[src/rtl/blackjack_game_fsm.sv]
// One-round blackjack engine: deals from an upstream card source, scores both
// hands with soft-ace totals and resolves the round against a single player.
module blackjack_game_fsm #(
  parameter int DEALER_STAND       = 17,
  parameter bit DEALER_HITS_SOFT17 = 1'b0
) (
  input  logic       clk,
  input  logic       reset_n,
  input  logic       start,
  input  logic       hit,
  input  logic       stand,
  input  logic       card_valid,
  input  logic [3:0] card_value,
  output logic       card_req,
  output logic [4:0] player_hand,
  output logic [4:0] dealer_hand,
  output logic [3:0] game_state
);

  localparam logic [3:0] S_RESET       = 4'd0;
  localparam logic [3:0] S_DEAL_PLAYER = 4'd1;
  localparam logic [3:0] S_DEAL_DEALER = 4'd2;
  localparam logic [3:0] S_PLAYER_TURN = 4'd3;
  localparam logic [3:0] S_DEALER_TURN = 4'd4;
  localparam logic [3:0] S_RESULT_WIN  = 4'd5;
  localparam logic [3:0] S_RESULT_LOSE = 4'd6;
  localparam logic [3:0] S_RESULT_TIE  = 4'd7;

  localparam logic [4:0] STAND_AT = 5'(DEALER_STAND);

  // Handshake: a card moves when card_req and card_valid are both high and
  // card_value is 1..10. card_req is registered, drops for the cycle after
  // every accepted card (the evaluation cycle) and is raised again only when
  // that evaluation decides another card is needed.

  function automatic logic is_soft(input logic [4:0] hard, input logic ace);
    return ace && (hard <= 5'd11);
  endfunction

  function automatic logic [4:0] best_total(input logic [4:0] hard, input logic ace);
    return is_soft(hard, ace) ? hard + 5'd10 : hard;
  endfunction

  logic [3:0] state, state_next;
  logic [4:0] p_hard, p_hard_next;
  logic [4:0] d_hard, d_hard_next;
  logic       p_ace, p_ace_next;
  logic       d_ace, d_ace_next;
  logic [1:0] cnt, cnt_next;
  logic       req, req_next;

  logic       card_ok;
  logic       accept;
  logic       card_is_ace;
  logic [4:0] card_pts;
  logic [4:0] p_best;
  logic [4:0] d_best;
  logic       d_soft;
  logic       dealer_draws;
  logic       in_result;
  logic       restart;

  assign card_ok     = (card_value != 4'd0) && (card_value <= 4'd10);
  assign accept      = req && card_valid && card_ok;
  assign card_is_ace = (card_value == 4'd1);
  assign card_pts    = {1'b0, card_value};

  assign p_best = best_total(p_hard, p_ace);
  assign d_best = best_total(d_hard, d_ace);
  assign d_soft = is_soft(d_hard, d_ace);

  assign dealer_draws = (d_best < STAND_AT) ||
                        (DEALER_HITS_SOFT17 && (d_best == 5'd17) && d_soft);

  assign in_result = (state == S_RESULT_WIN) || (state == S_RESULT_LOSE) ||
                     (state == S_RESULT_TIE);
  assign restart   = start && ((state == S_RESET) || in_result);

  always_comb begin
    state_next  = state;
    p_hard_next = p_hard;
    d_hard_next = d_hard;
    p_ace_next  = p_ace;
    d_ace_next  = d_ace;
    cnt_next    = cnt;
    req_next    = req;

    if (restart) begin
      p_hard_next = 5'd0;
      d_hard_next = 5'd0;
      p_ace_next  = 1'b0;
      d_ace_next  = 1'b0;
      cnt_next    = 2'd0;
      req_next    = 1'b0;
      state_next  = S_DEAL_PLAYER;
    end else begin
      case (state)
        S_DEAL_PLAYER: begin
          if (accept) begin
            p_hard_next = p_hard + card_pts;
            p_ace_next  = p_ace | card_is_ace;
            cnt_next    = cnt + 2'd1;
            req_next    = 1'b0;
          end else if (!req) begin
            if (cnt == 2'd2) begin
              cnt_next   = 2'd0;
              state_next = S_DEAL_DEALER;
            end else begin
              req_next = 1'b1;
            end
          end
        end

        S_DEAL_DEALER: begin
          if (accept) begin
            d_hard_next = d_hard + card_pts;
            d_ace_next  = d_ace | card_is_ace;
            cnt_next    = cnt + 2'd1;
            req_next    = 1'b0;
          end else if (!req) begin
            if (cnt == 2'd1) begin
              cnt_next   = 2'd0;
              state_next = S_PLAYER_TURN;
            end else begin
              req_next = 1'b1;
            end
          end
        end

        S_PLAYER_TURN: begin
          // While a hit card is outstanding, further pulses are dropped.
          if (req) begin
            if (accept) begin
              p_hard_next = p_hard + card_pts;
              p_ace_next  = p_ace | card_is_ace;
              req_next    = 1'b0;
            end
          end else if (p_best > 5'd21) begin
            state_next = S_RESULT_LOSE;
          end else if (p_best == 5'd21) begin
            state_next = S_DEALER_TURN;
          end else if (stand) begin
            state_next = S_DEALER_TURN;
          end else if (hit) begin
            req_next = 1'b1;
          end
        end

        S_DEALER_TURN: begin
          if (req) begin
            if (accept) begin
              d_hard_next = d_hard + card_pts;
              d_ace_next  = d_ace | card_is_ace;
              req_next    = 1'b0;
            end
          end else if (dealer_draws) begin
            req_next = 1'b1;
          end else if (d_best > 5'd21) begin
            state_next = S_RESULT_WIN;
          end else if (p_best > d_best) begin
            state_next = S_RESULT_WIN;
          end else if (p_best < d_best) begin
            state_next = S_RESULT_LOSE;
          end else begin
            state_next = S_RESULT_TIE;
          end
        end

        S_RESET, S_RESULT_WIN, S_RESULT_LOSE, S_RESULT_TIE: begin
          req_next = 1'b0;
        end

        default: begin
          state_next = S_RESET;
          req_next   = 1'b0;
        end
      endcase
    end
  end

  always_ff @(posedge clk) begin
    if (!reset_n) begin
      state       <= S_RESET;
      p_hard      <= 5'd0;
      d_hard      <= 5'd0;
      p_ace       <= 1'b0;
      d_ace       <= 1'b0;
      cnt         <= 2'd0;
      req         <= 1'b0;
      player_hand <= 5'd0;
      dealer_hand <= 5'd0;
    end else begin
      state       <= state_next;
      p_hard      <= p_hard_next;
      d_hard      <= d_hard_next;
      p_ace       <= p_ace_next;
      d_ace       <= d_ace_next;
      cnt         <= cnt_next;
      req         <= req_next;
      player_hand <= best_total(p_hard_next, p_ace_next);
      dealer_hand <= best_total(d_hard_next, d_ace_next);
    end
  end

  assign card_req   = req;
  assign game_state = state;

endmodule

[config.mk]
export PLATFORM = sky130hd
export DESIGN_NAME = blackjack_game_fsm
export DESIGN_NICKNAME = d
export VERILOG_FILES = /design/src/rtl/blackjack_game_fsm.sv
export SDC_FILE = /design/constraint.sdc
export NUM_CORES = 1
export LEC_CHECK = 0
export BUFFER_PORTS_ARGS = -buffer_cell sky130_fd_sc_hd__buf_4
export CAP_MARGIN = 40
export CORE_AREA = 2 2 69 71
export CTS_CLUSTER_DIAMETER = 50
export DETAILED_ROUTE_END_ITERATION = 10
export DIE_AREA = 0 0 71 73
export GPL_TIMING_DRIVEN = 0
export PLACE_DENSITY = 0.82
export SLEW_MARGIN = 20
export SYNTH_ARGS = -nofsm -noshare
export SYNTH_HDL_FRONTEND = slang
export SYNTH_SLANG_ARGS = --single-unit
[constraint.sdc]
create_clock -name clk -period 4.95 [get_ports clk]
set_input_delay 0.495 -clock clk [delete_from_list [all_inputs] [get_ports clk]]
set_output_delay 0.495 -clock clk [all_outputs]
set_load 0.01 [all_outputs]
Word level (Yosys, flattened, before mapping) --
Index checks and enable logic that the tools add are counted.
Cells by class: magnitude comparators 10, reduce and logical (&&, ||, !) cells 19, $add $sub $neg 7, bitwise logic cells 4, equal/unequal tests 36, multiplexer cells 59
Operators by type and width (count):
- 2-to-1 mux 5 bit | 10
- 2-to-1 mux 4 bit | 12
- inequality test 3 bit (second input constant) | 13
- 2-to-1 mux 1 bit | 22
- AND reduction 11 bit | 2
- adder 5 x 4 -> 5 bit (second input constant) | 4
- less-or-equal comparator 5 x 4 -> 1 bit (second input constant) | 4
- inequality test 2 bit (second input constant) | 10
- case mux 4 bit (5 select lines) | 1
- case mux 5 bit (2 select lines) | 2
- equality test 4 x 3 -> 1 bit (second input constant) | 4
- 2-to-1 mux 2 bit | 8
- adder 5 x 4 -> 5 bit | 2
- > comparator 5 bit (second input constant) | 2
- equality test 4 x 1 -> 1 bit (second input constant) | 2
- equality test 4 x 2 -> 1 bit (second input constant) | 2
- logical AND 1 bit | 8
- equality test 5 bit (second input constant) | 1
- > comparator 5 bit | 1
- < comparator 5 bit | 1
- < comparator 5 bit (second input constant) | 1
- inequality test 5 bit (second input constant) | 1
- AND reduction 5 bit | 1
- less-or-equal comparator 4 bit (second input constant) | 1
- other kinds (15) | 20
Storage, ports and cells: bits in registers 29, output and inout bits 15

Depth between registers and ports, before layout --
depth after elaboration 11, gate-level depth with buffers 13

Worst setup path after synthesis --
Ideal clock, no wire load.
path kind input port to flip-flop, start in card_value[0], end reg dealer_hand[4], library setup time 0.116 ns, data arrival time 2.714 ns, setup slack 2.120 ns, stages on the path 9, path buffers 0, cells stage by stage ha_1 -> fa_1 -> or3b_2 -> a41oi_2 -> ha_1 -> nand2_1 -> nor3_1 -> o21ai_0 -> a31o_2
Between the ends: word-level cells in the longest chain between the ends 10
RTL lines:
- from (decl) | line 13 | input logic [3:0] card_value,
- less-or-equal comparator 4 bit or nonzero test 4 bit (tied branches) | line 63 | assign card_ok = (card_value != 4'd0) && (card_value <= 4'd10);
- logical AND 1 bit | line 63
- logical AND 1 bit | line 64 | assign accept = req && card_valid && card_ok;
- 2-to-1 mux 5 bit * | line 115, 151
- 2-to-1 mux 5 bit | line 150 | if (req) begin
- case mux 5 bit (2 select lines) * | line 97 | case (state)
- 2-to-1 mux 5 bit * | line 88 | if (restart) begin
- named net d_hard_next[1] | line 46 | logic [4:0] d_hard, d_hard_next;
- less-or-equal comparator 5 x 4 -> 1 bit | line 37 | return ace && (hard <= 5'd11);
- logical AND 1 bit | line 37
- 2-to-1 mux 5 bit * | line 41 | return is_soft(hard, ace) ? hard + 5'd10 : hard;
- to (signal assigned) | line 201 | dealer_hand <= best_total(d_hard_next, d_ace_next);
- to (decl) | line 16 | output logic [4:0] dealer_hand,
The timed path passes the listed nets; every way through them passes the cells marked *. A chain may end at the register's enable or synchronous reset.

Final worst setup path --
start reg d_hard[1], end reg state[1] (netlist: game_state[1])
Between the ends: word-level cells in the longest chain between the ends 9
RTL lines:
- from (decl) | line 46
- from (signal assigned) | line 195 | d_hard <= d_hard_next;
- less-or-equal comparator 5 x 4 -> 1 bit
- logical AND 1 bit
- 2-to-1 mux 5 bit * | line 41
- > comparator 5 bit | line 160 | end else if (p_best > d_best) begin
- 2-to-1 mux 2 bit | line 160
- 2-to-1 mux 2 bit | line 158 | end else if (d_best > 5'd21) begin
- 2-to-1 mux 4 bit | line 156 | end else if (dealer_draws) begin
- 2-to-1 mux 4 bit | line 150
- case mux 4 bit (5 select lines) | line 97
- to (signal assigned) | line 193 | state <= state_next;
- to (decl) | line 44 | logic [3:0] state, state_next;
Mark *: on every way between the ends. The rest lies on a longest branch, timed or not. The select of a mux whose other input is x is not followed.

==> impl_metrics.yaml <==
status:
  status: "complete, no violations"
setup_path:
  cp_max_fo: 10
  rr_worst_depth: 12
  reg2reg_from: "d_hard[1]$_SDFF_PN0_"
  crit_path_cell_trace: "ha_1 -> nand4b_1 -> o2111ai_1 -> xnor2_1 -> inv_1 -> ha_1 -> and2_1 -> or2_2 -> maj3_1 -> a21oi_1 -> o311a_1 -> nor3_2"
  cp_data_arrival_time_ns: 3.22
  path_common_cell: "ha_1"
  slowest_stage: "dfxtp_1"
  critPathMaxStageDelay_ns: 0.57
  worstSetupPathType: "flop to flop"
  worstSetupStartpointType: "flop"
  end_kind: "flop"
  r2r-end: "game_state[1]$_SDFFE_PP0P_"
  r2r_slack_ns: 1.89
  crit_required_ns: 5.11
clock_tree:
  clockRootBuffer: "clkbuf_8"
  cts_made_buffers: 3
  clk_pin_slew_ns: 0.09
  holdBufCountCts: 0
  tritoncts: "done"
  ctsResizeCount: 0
  cts.sink_count: 26
  cts_setup_buffers: 0
  clockBufferDepth: 2
  htree_levels: 1
  insertion_delay_ns: 0.28
layout:
  final_common_cell: "buf_4"
  nets: 347
  area_delta_synth_final_pct: 13.32
  layout_common_cells: "buf_4 (27), nor2_1 (26), dfxtp_1 (26)"
  design_area_um2: 2651
  final_util_pct: 58.46
  layout-drive-gt1-share_pct: 17.25
  antenna_cells: 0
  stdcell_count: 367
  fillers: 390
yosys:
  synth_cell_types: 71
  synth-xor-area-share_pct: 3.369
  synth_area_leaders: "dfxtp_1 (22%), ha_1 (11%), o21ai_0 (4.3%), nor2_1 (4.2%), a21oi_1 (3.9%)"
  synth_nets: 319
  synth-simple-area-share_pct: 24.12
  muxShareOfSynthArea_pct: 3.102
  yosysSeqAreaShare_pct: 22.25
  ys_warn_count: 0
  synthCells: 286
  synth-seq-cells: 26
  ys.flop_type: "dfxtp_1"
  synthArstFlopShare_pct: 0
  synth_top_family_by_area: "compound AO/OA/AOI/OAI gates"
  synth_top_area_share_pct: 22.25
  syn_avg_cell_area_um2: 8.181
  synthAdderAreaFrac_pct: 13.80
  synth_compound_area_share_pct: 26.20
  synth.largest_area_cell: "dfxtp_1"
  syn_area_um2: 2340
  synth-edff-count: 0
die:
  die_w_um: 71
  io_pins: 25
  start_util_pct: 51.59
  core_area_um2: 4536
  dieArea_um2: 5183
  die_h_um: 73
  rows: 25
global_route:
  antenna_found_initial: 0
  grt_max_degree: 16
  overflow: 0
  grt_pass1_vias: 2017
  grt_use_total_pct: 21.68
  grt_pass1_wl_um: 9135
pwr:
  power_density_nw_per_um2: 314.6
  peakVddDrop_v: 0.0002667
  p_leak_nw: 1.180
job:
  maxCapViolations: 0
routing:
  wl_per_cell_um: 15.16
  routed_wl_um: 5565
  vias: 2193
  drt-initial-drc-count: 135
  ant_nets: 0
  drtPass1Iterations: 4
  via_per_inst: 5.975
  drc: 0
sta:
  rsz0062_at_grt: "false"
  timing.final.crit_share_pct: 61.85
  drv_slew: 0
  hold_viol_final: 0
  min_period_ns: 3.062
  finalSetupViolations: 0
  tightest_slew_ns: 0.6059
  tns_ns: 0
  slew_headroom_pct: 58.56
  max_freq_mhz: 326.6
  skew_ns: 0.003767
place:
  dp_cells: 363
  dpl_cell_area_um2: 2580
  dp_hpwl_um: 4428
  portBuffers: 23
  place.gp.congestion: 0.8679
hold_path:
  min-delay-start: "cnt[0]$_SDFFE_PP0P_"
  min_path_cells: 2
  whs_endpoint: "cnt[0]$_SDFFE_PP0P_"
  hold_path.class: "flop to flop"
[worst max-delay path, delay by kind of cell, from the launching register on]
kind,cells,cell delay [ns]
adder cells (fa/ha/maj),3,0.86
flip-flops,1,0.57
AO/OA/AOI/OAI,3,0.57
XOR/XNOR,1,0.20
AND/OR/NAND/NOR,4,0.67
buffers and inverters,1,0.07
[synthesized netlist by cell type (all sizes together) (6+ instances only)]
cell type / number
o21ai: 21
xnor2: 7
nand2: 10
nand2b: 6
or2: 7
nand3: 6
dfxtp: 26
ha: 21
nor3: 7
nor2b: 7
nor2: 26
inv: 20
buf: 11
a21oi: 18
[flip-flops by register name (all words and copies together) (netlist names)]
name	flops
dealer_hand	5
player_hand	5
d_hard	4
p_hard	4
game_state	3
cnt	2
card_req	1
d_ace	1
p_ace	1
[logic make-up (layout without fill, tap and decap cells)]
kind of cell	after synthesis	count (layout)
DFF	26	26
AOI/OAI and AO/OA	85	85
xor gates and xnor gates	9	9
and+or+nand+nor	99	99
adders and majority gates	25	25
muxes	7	7
other	1	1
buffers and inverters	34	61
[stage by stage]
| step | hold slack [ns] | setup slack [ns] | power (W) |
|---|---|---|---|
| 6_report | 0.4859 | 1.888 | 0.0008342 |
| 5_1_grt | 0.5242 | 1.597 | 0.0008865 |
| 4_1_cts | 0.4901 | 1.913 | 0.0008309 |
| 3_5_place_dp | 0.4765 | 1.748 | 0.0006530 |
| 3_3_place_gp | 0.4717 | 1.765 | 0.0006441 |
| 2_1_floorplan | 0.4608 | 2.120 | 0.0005446 |
[layout make-up]
cell class                 count  area [um^2]  share of cell area [%]
inverter                      20        75.07                   2.832
timing repair buffer          23        172.7                   6.513
clock inverter                 1        30.03                   1.133
multi-input combinational    226         1655                   62.44
clock buffer                   3        41.29                   1.557
sequential                    26        520.5                   19.63
buffer                        14        88.84                   3.351
tap                           54        67.56                   2.548
[report_power, final]
group | internal (W) | switching, W
logic | 0.000164 | 0.000237
clock network | 0.000108 | 0.0000686
registers | 0.000230 | 0.0000261
[layer usage]
layer	GRT usage, %	routed length (um)	up-vias
met3	1.381	233	6
met5	0	0	-
li1	-	-	1094
met4	4.822	51	0
met2	40.19	2789	54
met1	27.64	2491	1039
[worst max-delay path by stage]
stage	startpoint	endpoint	slack, ns	depth (start not counted)
global placement	card_value[0]	dealer_hand[4]$_SDFF_PN0_	1.76	10
finish	d_hard[1]$_SDFF_PN0_	game_state[1]$_SDFFE_PP0P_	1.89	12
global route	d_hard[1]$_SDFF_PN0_	game_state[0]$_SDFFE_PN0P_	1.60	11
detailed placement	card_value[0]	dealer_hand[4]$_SDFF_PN0_	1.75	10
floorplan	card_value[0]	dealer_hand[4]$_SDFF_PN0_	2.12	9
CTS	d_hard[1]$_SDFF_PN0_	game_state[1]$_SDFFE_PP0P_	1.91	12
(Power assumes the default switching activity.)
